$ cat config.mk
export PLATFORM = sky130hd
export DESIGN_NAME = imm_ext_arbiter
export DESIGN_NICKNAME = d
export VERILOG_FILES = /design/src/rtl/imm_ext_pkg.sv /design/src/rtl/imm_sext.sv /design/src/rtl/imm_ext_arbiter.sv
export SDC_FILE = /design/constraint.sdc
export NUM_CORES = 1
export LEC_CHECK = 0
export BUFFER_PORTS_ARGS = -buffer_cell sky130_fd_sc_hd__buf_2
export CAP_MARGIN = 20
export CELL_PAD_IN_SITES_DETAIL_PLACEMENT = 0
export CELL_PAD_IN_SITES_GLOBAL_PLACEMENT = 1
export CORE_MARGIN = 4
export CORE_UTILIZATION = 29
export DETAILED_ROUTE_END_ITERATION = 10
export GPL_ROUTABILITY_DRIVEN = 0
export GPL_TIMING_DRIVEN = 0
export PLACE_DENSITY = 0.9
export SLEW_MARGIN = 20
export SYNTH_ARGS = -nofsm -noshare
export SYNTH_HDL_FRONTEND = slang
export SYNTH_SLANG_ARGS = --single-unit
$ cat constraint.sdc
create_clock -name clk_i -period 1.8 [get_ports clk_i]
set_input_delay 0.27 -clock clk_i [delete_from_list [all_inputs] [get_ports clk_i]]
set_output_delay 0.27 -clock clk_i [all_outputs]
set_load 0.03 [all_outputs]
$ cat src/rtl/imm_ext_pkg.sv
// rtl/imm_ext_pkg.sv - shared types, defaults and helpers for the immediate extension arbiter
package imm_ext_pkg;

  typedef enum logic {
    IDLE = 1'b0,
    RESP = 1'b1
  } state_e;

  localparam int DEF_IN_W  = 21;
  localparam int DEF_OUT_W = 32;

  // Never returns less than 1 so an ID port always has at least one bit.
  function automatic int clog2(input int value);
    int r;
    int v;
    r = 0;
    v = value - 1;
    while (v > 0) begin
      r++;
      v = v >> 1;
    end
    return (r < 1) ? 1 : r;
  endfunction

endpackage

$ cat src/rtl/imm_sext.sv
// rtl/imm_sext.sv - combinational IN_W to OUT_W sign/zero extender
module imm_sext
  import imm_ext_pkg::*;
#(
  parameter int IN_W  = DEF_IN_W,
  parameter int OUT_W = DEF_OUT_W
) (
  input  logic [IN_W-1:0]  imm_i,
  input  logic             sgn_i,
  output logic [OUT_W-1:0] ext_o
);

  assign ext_o = {{(OUT_W-IN_W){sgn_i & imm_i[IN_W-1]}}, imm_i};

endmodule

$ cat src/rtl/imm_ext_arbiter.sv
// rtl/imm_ext_arbiter.sv - round-robin arbiter sharing one immediate extender, 1-cycle registered result
// Defining IMM_EXT_PERF_EN adds the saturating perf_stall_o backpressure cycle counter.
module imm_ext_arbiter
  import imm_ext_pkg::*;
#(
  parameter int IN_W  = DEF_IN_W,
  parameter int OUT_W = DEF_OUT_W,
  parameter int NREQ  = 2,
  localparam int ID_W = clog2(NREQ)
) (
  input  logic                 clk_i,
  input  logic                 rst_ni,
  input  logic [NREQ-1:0]      req_valid_i,
  output logic [NREQ-1:0]      req_ready_o,
  input  logic [NREQ*IN_W-1:0] req_imm_i,
  input  logic [NREQ-1:0]      req_sgn_i,
  output logic                 rsp_valid_o,
  input  logic                 rsp_ready_i,
  output logic [OUT_W-1:0]     rsp_data_o,
  output logic [ID_W-1:0]      rsp_id_o
`ifdef IMM_EXT_PERF_EN
  ,
  output logic [15:0]          perf_stall_o
`endif
);

  state_e           state_q, state_d;
  logic [ID_W-1:0]  rr_last_q, rr_last_d;
  logic [ID_W-1:0]  gnt_idx, cand;
  logic             gnt_found, acc_en, hs;
  logic [IN_W-1:0]  sel_imm;
  logic             sel_sgn;
  logic [OUT_W-1:0] ext_data;
  logic [OUT_W-1:0] rsp_data_q, rsp_data_d;
  logic [ID_W-1:0]  rsp_id_q, rsp_id_d;

  // Scan starts just after the last winner, so the previous winner has lowest priority.
  always_comb begin
    gnt_found = 1'b0;
    gnt_idx   = '0;
    cand      = '0;
    for (int k = 1; k <= NREQ; k++) begin
      cand = ID_W'((int'(rr_last_q) + k) % NREQ);
      if (!gnt_found && req_valid_i[cand]) begin
        gnt_found = 1'b1;
        gnt_idx   = cand;
      end
    end
  end

  assign acc_en = (state_q == IDLE) | ((state_q == RESP) & rsp_ready_i);
  assign hs     = acc_en & gnt_found;

  always_comb begin
    req_ready_o = '0;
    if (hs) req_ready_o[gnt_idx] = 1'b1;
  end

  assign sel_imm = req_imm_i[int'(gnt_idx)*IN_W +: IN_W];
  assign sel_sgn = req_sgn_i[gnt_idx];

  imm_sext #(
    .IN_W  (IN_W),
    .OUT_W (OUT_W)
  ) u_sext (
    .imm_i (sel_imm),
    .sgn_i (sel_sgn),
    .ext_o (ext_data)
  );

  always_comb begin
    state_d    = state_q;
    rr_last_d  = rr_last_q;
    rsp_data_d = rsp_data_q;
    rsp_id_d   = rsp_id_q;
    if (acc_en) state_d = hs ? RESP : IDLE;
    if (hs) begin
      rr_last_d  = gnt_idx;
      rsp_data_d = ext_data;
      rsp_id_d   = gnt_idx;
    end
  end

  always_ff @(posedge clk_i or negedge rst_ni) begin
    if (!rst_ni) begin
      state_q    <= IDLE;
      rr_last_q  <= ID_W'(NREQ - 1);
      rsp_data_q <= '0;
      rsp_id_q   <= '0;
    end else begin
      state_q    <= state_d;
      rr_last_q  <= rr_last_d;
      rsp_data_q <= rsp_data_d;
      rsp_id_q   <= rsp_id_d;
    end
  end

  assign rsp_valid_o = (state_q == RESP);
  assign rsp_data_o  = rsp_data_q;
  assign rsp_id_o    = rsp_id_q;

`ifdef IMM_EXT_PERF_EN
  logic [15:0] perf_stall_q, perf_stall_d;

  always_comb begin
    perf_stall_d = perf_stall_q;
    if (rsp_valid_o && !rsp_ready_i && perf_stall_q != 16'hFFFF) perf_stall_d = perf_stall_q + 16'd1;
  end

  always_ff @(posedge clk_i or negedge rst_ni) begin
    if (!rst_ni) perf_stall_q <= '0;
    else         perf_stall_q <= perf_stall_d;
  end

  assign perf_stall_o = perf_stall_q;
`endif

endmodule

==> Word level (Yosys, flattened, before mapping) <==
Cells that the tools add are included.
{ "op_classes": {"addsub": 2, "n_mul": 1, "div": 0, "magnitude_cmp": 4, "n_eq_ne": 0, "shifts": 1, "mux": 14, "bitwise_logic": 5, "reduce_logical": 3} }
{ "op_table": {"columns": ["op", "count"], "rows": [
  ["$shiftx 42x7->21", 1],
  ["$mux 1", 12],
  ["$lt 1x2->1 const B", 3],
  ["$mul 1x5->6 const B", 1],
  ["$and 1x1->1", 3],
  ["$add 1x1->1 const B", 2],
  ["$logic_and 1x1->1", 2],
  ["$mux 2", 1],
  ["$demux 1 s1", 1],
  ["$ge 1x1->1 const B", 1],
  ["$logic_not 1->1", 1],
  ["$not 1->1", 1],
  ["$or 1x1->1", 1]
]} }
{ "totals": {"reg_bits": 25, "latch_bits": 0, "mem_bits_rw": 0, "mem_bits_ro": 0, "input_bits": 49, "word_cells": 34, "mem_count": 0} }

==> Logic depth before layout (Yosys ltp) <==
{ "depth": {"ltp_word": 12, "mapped_depth": 5} }

==> Hierarchy <==
From an unflattened synthesis, not the netlist that was laid out.
{ "unflattened": {"hier_cells": 141, "area_unflattened_um2": 2040.7} }
{ "modules_own_cells": {"columns": ["mod", "instances", "cells_per_inst", "area_per_inst_um2"], "rows": [
  ["imm_ext_arbiter", 1, 109, 1801.7],
  ["imm_sext", 1, 32, 239.0]
]} }

==> Worst setup path before layout <==
No wires, ideal clock.
{ "synth_path": {"kind": "register -> output", "from": "register state_q, in the netlist rsp_valid_o", "to": "output port req_ready_o[1]", "arrival_ps": 1314, "required_time_ps": 1530, "slack_ps": 216, "path_stages_with_launch": 5, "path_buffers": 2, "cell_sequence": "dfrtp_1 > nand2b_4 > buf_6 > clkbuf_1 > and2_1"} }
{ "synth_via": {"elab_chain_cells": 4, "word_cells_on_any_way": 5, "cone_classes": "1 x mux; 4 x bitwise"} }
{ "synth_rtl": {"columns": ["item", "line", "source"], "rows": [
  ["from (decl)", "imm_ext_arbiter.sv:27", "state_e state_q, state_d;"],
  ["from (signal assigned)", "imm_ext_arbiter.sv:91", "state_q <= state_d;"],
  ["$and 1x1->1 / $not 1->1 (equally long branches)", "imm_ext_arbiter.sv:51", "assign acc_en = (state_q == IDLE) | ((state_q == RESP) & rsp_ready_i);"],
  ["$or 1x1->1 (*)", "imm_ext_arbiter.sv:51", null],
  ["$and 1x1->1 (*)", "imm_ext_arbiter.sv:52", "assign hs = acc_en & gnt_found;"],
  ["$mux 2 (*)", "imm_ext_arbiter.sv:56", "if (hs) req_ready_o[gnt_idx] = 1'b1;"],
  ["to (decl)", "imm_ext_arbiter.sv:14", "output logic [NREQ-1:0] req_ready_o,"]
]} }
Every way passes the cells marked *; elsewhere a longest branch is shown, timed or not.

==> Worst setup path in the final report <==
{ "layout_path": {"from": "register rr_last_q", "to": "output port req_ready_o[0]"} }
{ "layout_via": {"elab_chain_cells": 12, "word_cells_on_any_way": 19, "cone_classes": "2 x add/sub; 2 x order compare; 11 x mux; 1 x bitwise; 3 x reduce/logical"} }
{ "layout_rtl": {"columns": ["item", "line", "source"], "rows": [
  ["from (decl)", "imm_ext_arbiter.sv:28", "logic [ID_W-1:0] rr_last_q, rr_last_d;"],
  ["from (signal assigned)", "imm_ext_arbiter.sv:87", "rr_last_q <= ID_W'(NREQ - 1);"],
  ["from (signal assigned)", "imm_ext_arbiter.sv:92", "rr_last_q <= rr_last_d;"],
  ["$add 1x1->1", "imm_ext_arbiter.sv:43", "cand = ID_W'((int'(rr_last_q) + k) % NREQ);"],
  ["$mux 1 (implied by the code) (2 in series)", "imm_ext_arbiter.sv:44", "if (!gnt_found && req_valid_i[cand]) begin"],
  ["$mux 1", "imm_ext_arbiter.sv:44", null],
  ["$logic_not 1->1", "imm_ext_arbiter.sv:44", null],
  ["$logic_and 1x1->1", "imm_ext_arbiter.sv:44", null],
  ["$mux 1", "imm_ext_arbiter.sv:44", null],
  ["$lt 1x2->1 (implied by the code) / $ge 1x1->1 (equally long branches)", "imm_ext_arbiter.sv:56", null],
  ["$logic_and 1x1->1 (implied by the code)", "imm_ext_arbiter.sv:56", null],
  ["$mux 1 (implied by the code)", "imm_ext_arbiter.sv:56", null],
  ["$demux 1 s1", "imm_ext_arbiter.sv:56", null],
  ["$mux 2 (*)", "imm_ext_arbiter.sv:56", null]
]} }
Every way passes the cells marked *; elsewhere a longest branch is shown, timed or not. The select of a mux whose other input is x is not followed.

==> impl_results.md <==
- Critical path fanouts, max: 10
- WP buf/inv: 2
- Final Hold Fails: 0
- Largest net degree at the start of global routing: 26
- Crit-path slowest cell: dfstp_2
- Final Max Slew Viols: 0
- CTS clk-pin slew, worst paths: 0.09 ns
- Cell variety after synth: 22
- Fin crit period: 1.72 ns
- Final setup margin: 0.0847 ns
- Overall Global Routing Usage: 0.135
- DP Worst Slack: 0.163 ns
- Routed WL per cell: 15.2 µm
- Worst hold path class: primary input to flop
- Worst hold slack: 0.228 ns
- Worst vdd ir: 0.331 mV
- Num CTS Buffers: 3
- Num ports: 85
- Area grow syn2layout: 45.9%
- Remaining Overflow, GRT: 0
- Die Area: 5340 µm²
- Die Y: 73.1 µm
- Max-cap violations: 0
- Fin util: 0.441
- Main flop type after synthesis: dfrtp_1
- CP required: 1.53 ns
- Die width: 73.1 µm
- Design Power: 1.73 mW
- Share of cells above drive strength 1: 0.586
- # diodes: 0
- Vias: 1186
- DRC viols: 0
- IO buf count: 84
- Fin crit share: 0.953
- Seq cells post-synth: 25
- Status: finished clean
- Number of global-route vias before repair: 1161
- Row cnt: 23
- CORE AREA: 4060 µm²
- DRT Pass-1 Iters: 4
- Most used cell, CP: buf_6
- Mapped Avg Cell Area: 12.0 µm²
- Async SR Flop Fraction: 1.00
- Antenna violations before repair: 0
- H-Tree Depth: 1
- Cells after synthesis: 102
- Least-Margin Pin Slew: 0.546 ns
- RSZ-0062 raised after global routing: false
- CTS root buf: clkbuf_8
- Vias per Instance: 4.92
- Crit-path max cell delay: 0.58 ns
- Skew-Pair Late Insertion Delay: 0.26 ns
- Most common cell after layout, fill and taps aside: buf_2
- Drt first-iter violations: 48
- Max Clock Skew: 0.0119 ns
- Endpoints failing setup: 0
- Startpoint Class: flop
- Leakage: 1.01 nW
- Worst setup EP type: output pin
- CTS sink count: 25
- Initial core utilization: 0.302
- Cell Pwr Density: 968 nW/µm²
- Cell Area, Synth: 1230 µm²
- Mapped Nets: 151
- Post-synth EDFFs: 0
- Clock tree buffer depth: 2
- First-pass GRT wire length: 5600 µm
- Fin Setup TNS: 0 ns
- Fin nets: 241
- CTS tree: yes
- Worst EP arrival: 1.45 ns
- Most frequent cells in the layout: buf_2, dfrtp_1, and3_1, a221o_1, buf_4
- Relative slew slack: 0.636
- Crit path cell chain: nand2b_1, and3_4, buf_6, buf_6
- Achievable Freq: 0.583 GHz
- Register area share after synthesis: 0.511
- Critical path class: flop to output pin
- DRT antenna net count: 0
- DP HPWL: 2890 µm
- Routed wire length: 3650 µm
- Delay-heaviest family, CP: flip-flops
- Post-CTS Setup Bufs: 0
- Ys Warns: 0
==> power breakdown <==
| part | internal (mW) | switching [mW] |
|---|---|---|
| registers | 0.652 | 0.0596 |
| logic | 0.276 | 0.422 |
| clock network | 0.158 | 0.165 |
| total | 1.09 | 0.647 |
==> through the flow <==
step	instances	area (µm²)
floorplan	102	1230
global placement	236	1710
detailed placement	236	1710
CTS	241	1780
global route	241	1790
finish	241	1790
==> timing repair <==
| item | in CTS | in global routing |
|---|---|---|
| hold buffers | 1 | 0 |
| endpoints found under the hold margin | 12 | 0 |
| pin swaps | 0 | 0 |
| setup endpoints to repair | 1 | 2 |
| gates resized for setup | 3 | 8 |
==> kinds of logic (layout without fill, tap and decap cells) <==
logic type	after synthesis	in the layout	share of synthesized area
AOI/OAI and AO/OA	27	27	0.205
buffers and inverters	20	109	0.118
DFF	25	25	0.511
and+or+nand+nor	29	29	0.158
muxes	1	1	0.00816
==> sequential cells by signal, summed over array words and instances, names as in the netlist <==
register	cells
rsp_valid_o	1
rr_last_q	1
rsp_data_o	22
rsp_id_o	1
==> path summary, 6_finish.rpt <==
path / start / to / slack, ns / depth (start not counted)
worst min-delay path: req_imm_i[11] / rsp_data_o[11]$_DFFE_PN0N_ / 0.23 / 2
worst max register to register: rr_last_q$_DFFE_PN1N_ / rsp_data_o[18]$_DFFE_PN0N_ / 0.29 / 4
max in group asynchronous: rst_ni / rsp_data_o[4]$_DFFE_PN0N_ / 0.91 / 2
worst min register to register: rsp_id_o$_DFFE_PN0N_ / rsp_id_o$_DFFE_PN0N_ / 0.49 / 1
min in group asynchronous: rst_ni / rsp_data_o[14]$_DFFE_PN0N_ / 0.52 / 2
worst max-delay path: rr_last_q$_DFFE_PN1N_ / req_ready_o[0] / 0.08 / 4
==> per-layer routing <==
layer	vias up	global-route usage	share of wire
li1	565	-	-
met1	557	0.177	0.43
met2	62	0.217	0.45
met3	2	0.0386	0.11
met4	0	0.0369	0.0074
met5	-	0	0
==> area by class of cell <==
cell class	count	area, µm²
buffer	20	151
clock buffer	4	45.0
fill	398	2270
multi-input combinational	57	465
sequential	25	627
tap	50	62.6
timing repair buffer	85	439
==> cells in the mapped netlist (2+ instances only) <==
| library cell | instances | area (µm²) |
|---|---|---|
| dfrtp_1 | 24 | 601 |
| a221o_1 | 20 | 200 |
| and3_1 | 20 | 125 |
| buf_4 | 12 | 90.1 |
| buf_6 | 3 | 33.8 |
| clkbuf_1 | 3 | 11.3 |
| a21o_1 | 2 | 15.0 |
| a21oi_1 | 2 | 10.0 |
| buf_2 | 2 | 10.0 |
| nand2b_1 | 2 | 12.5 |
Note: power is estimated with default switching activity, not from simulation.
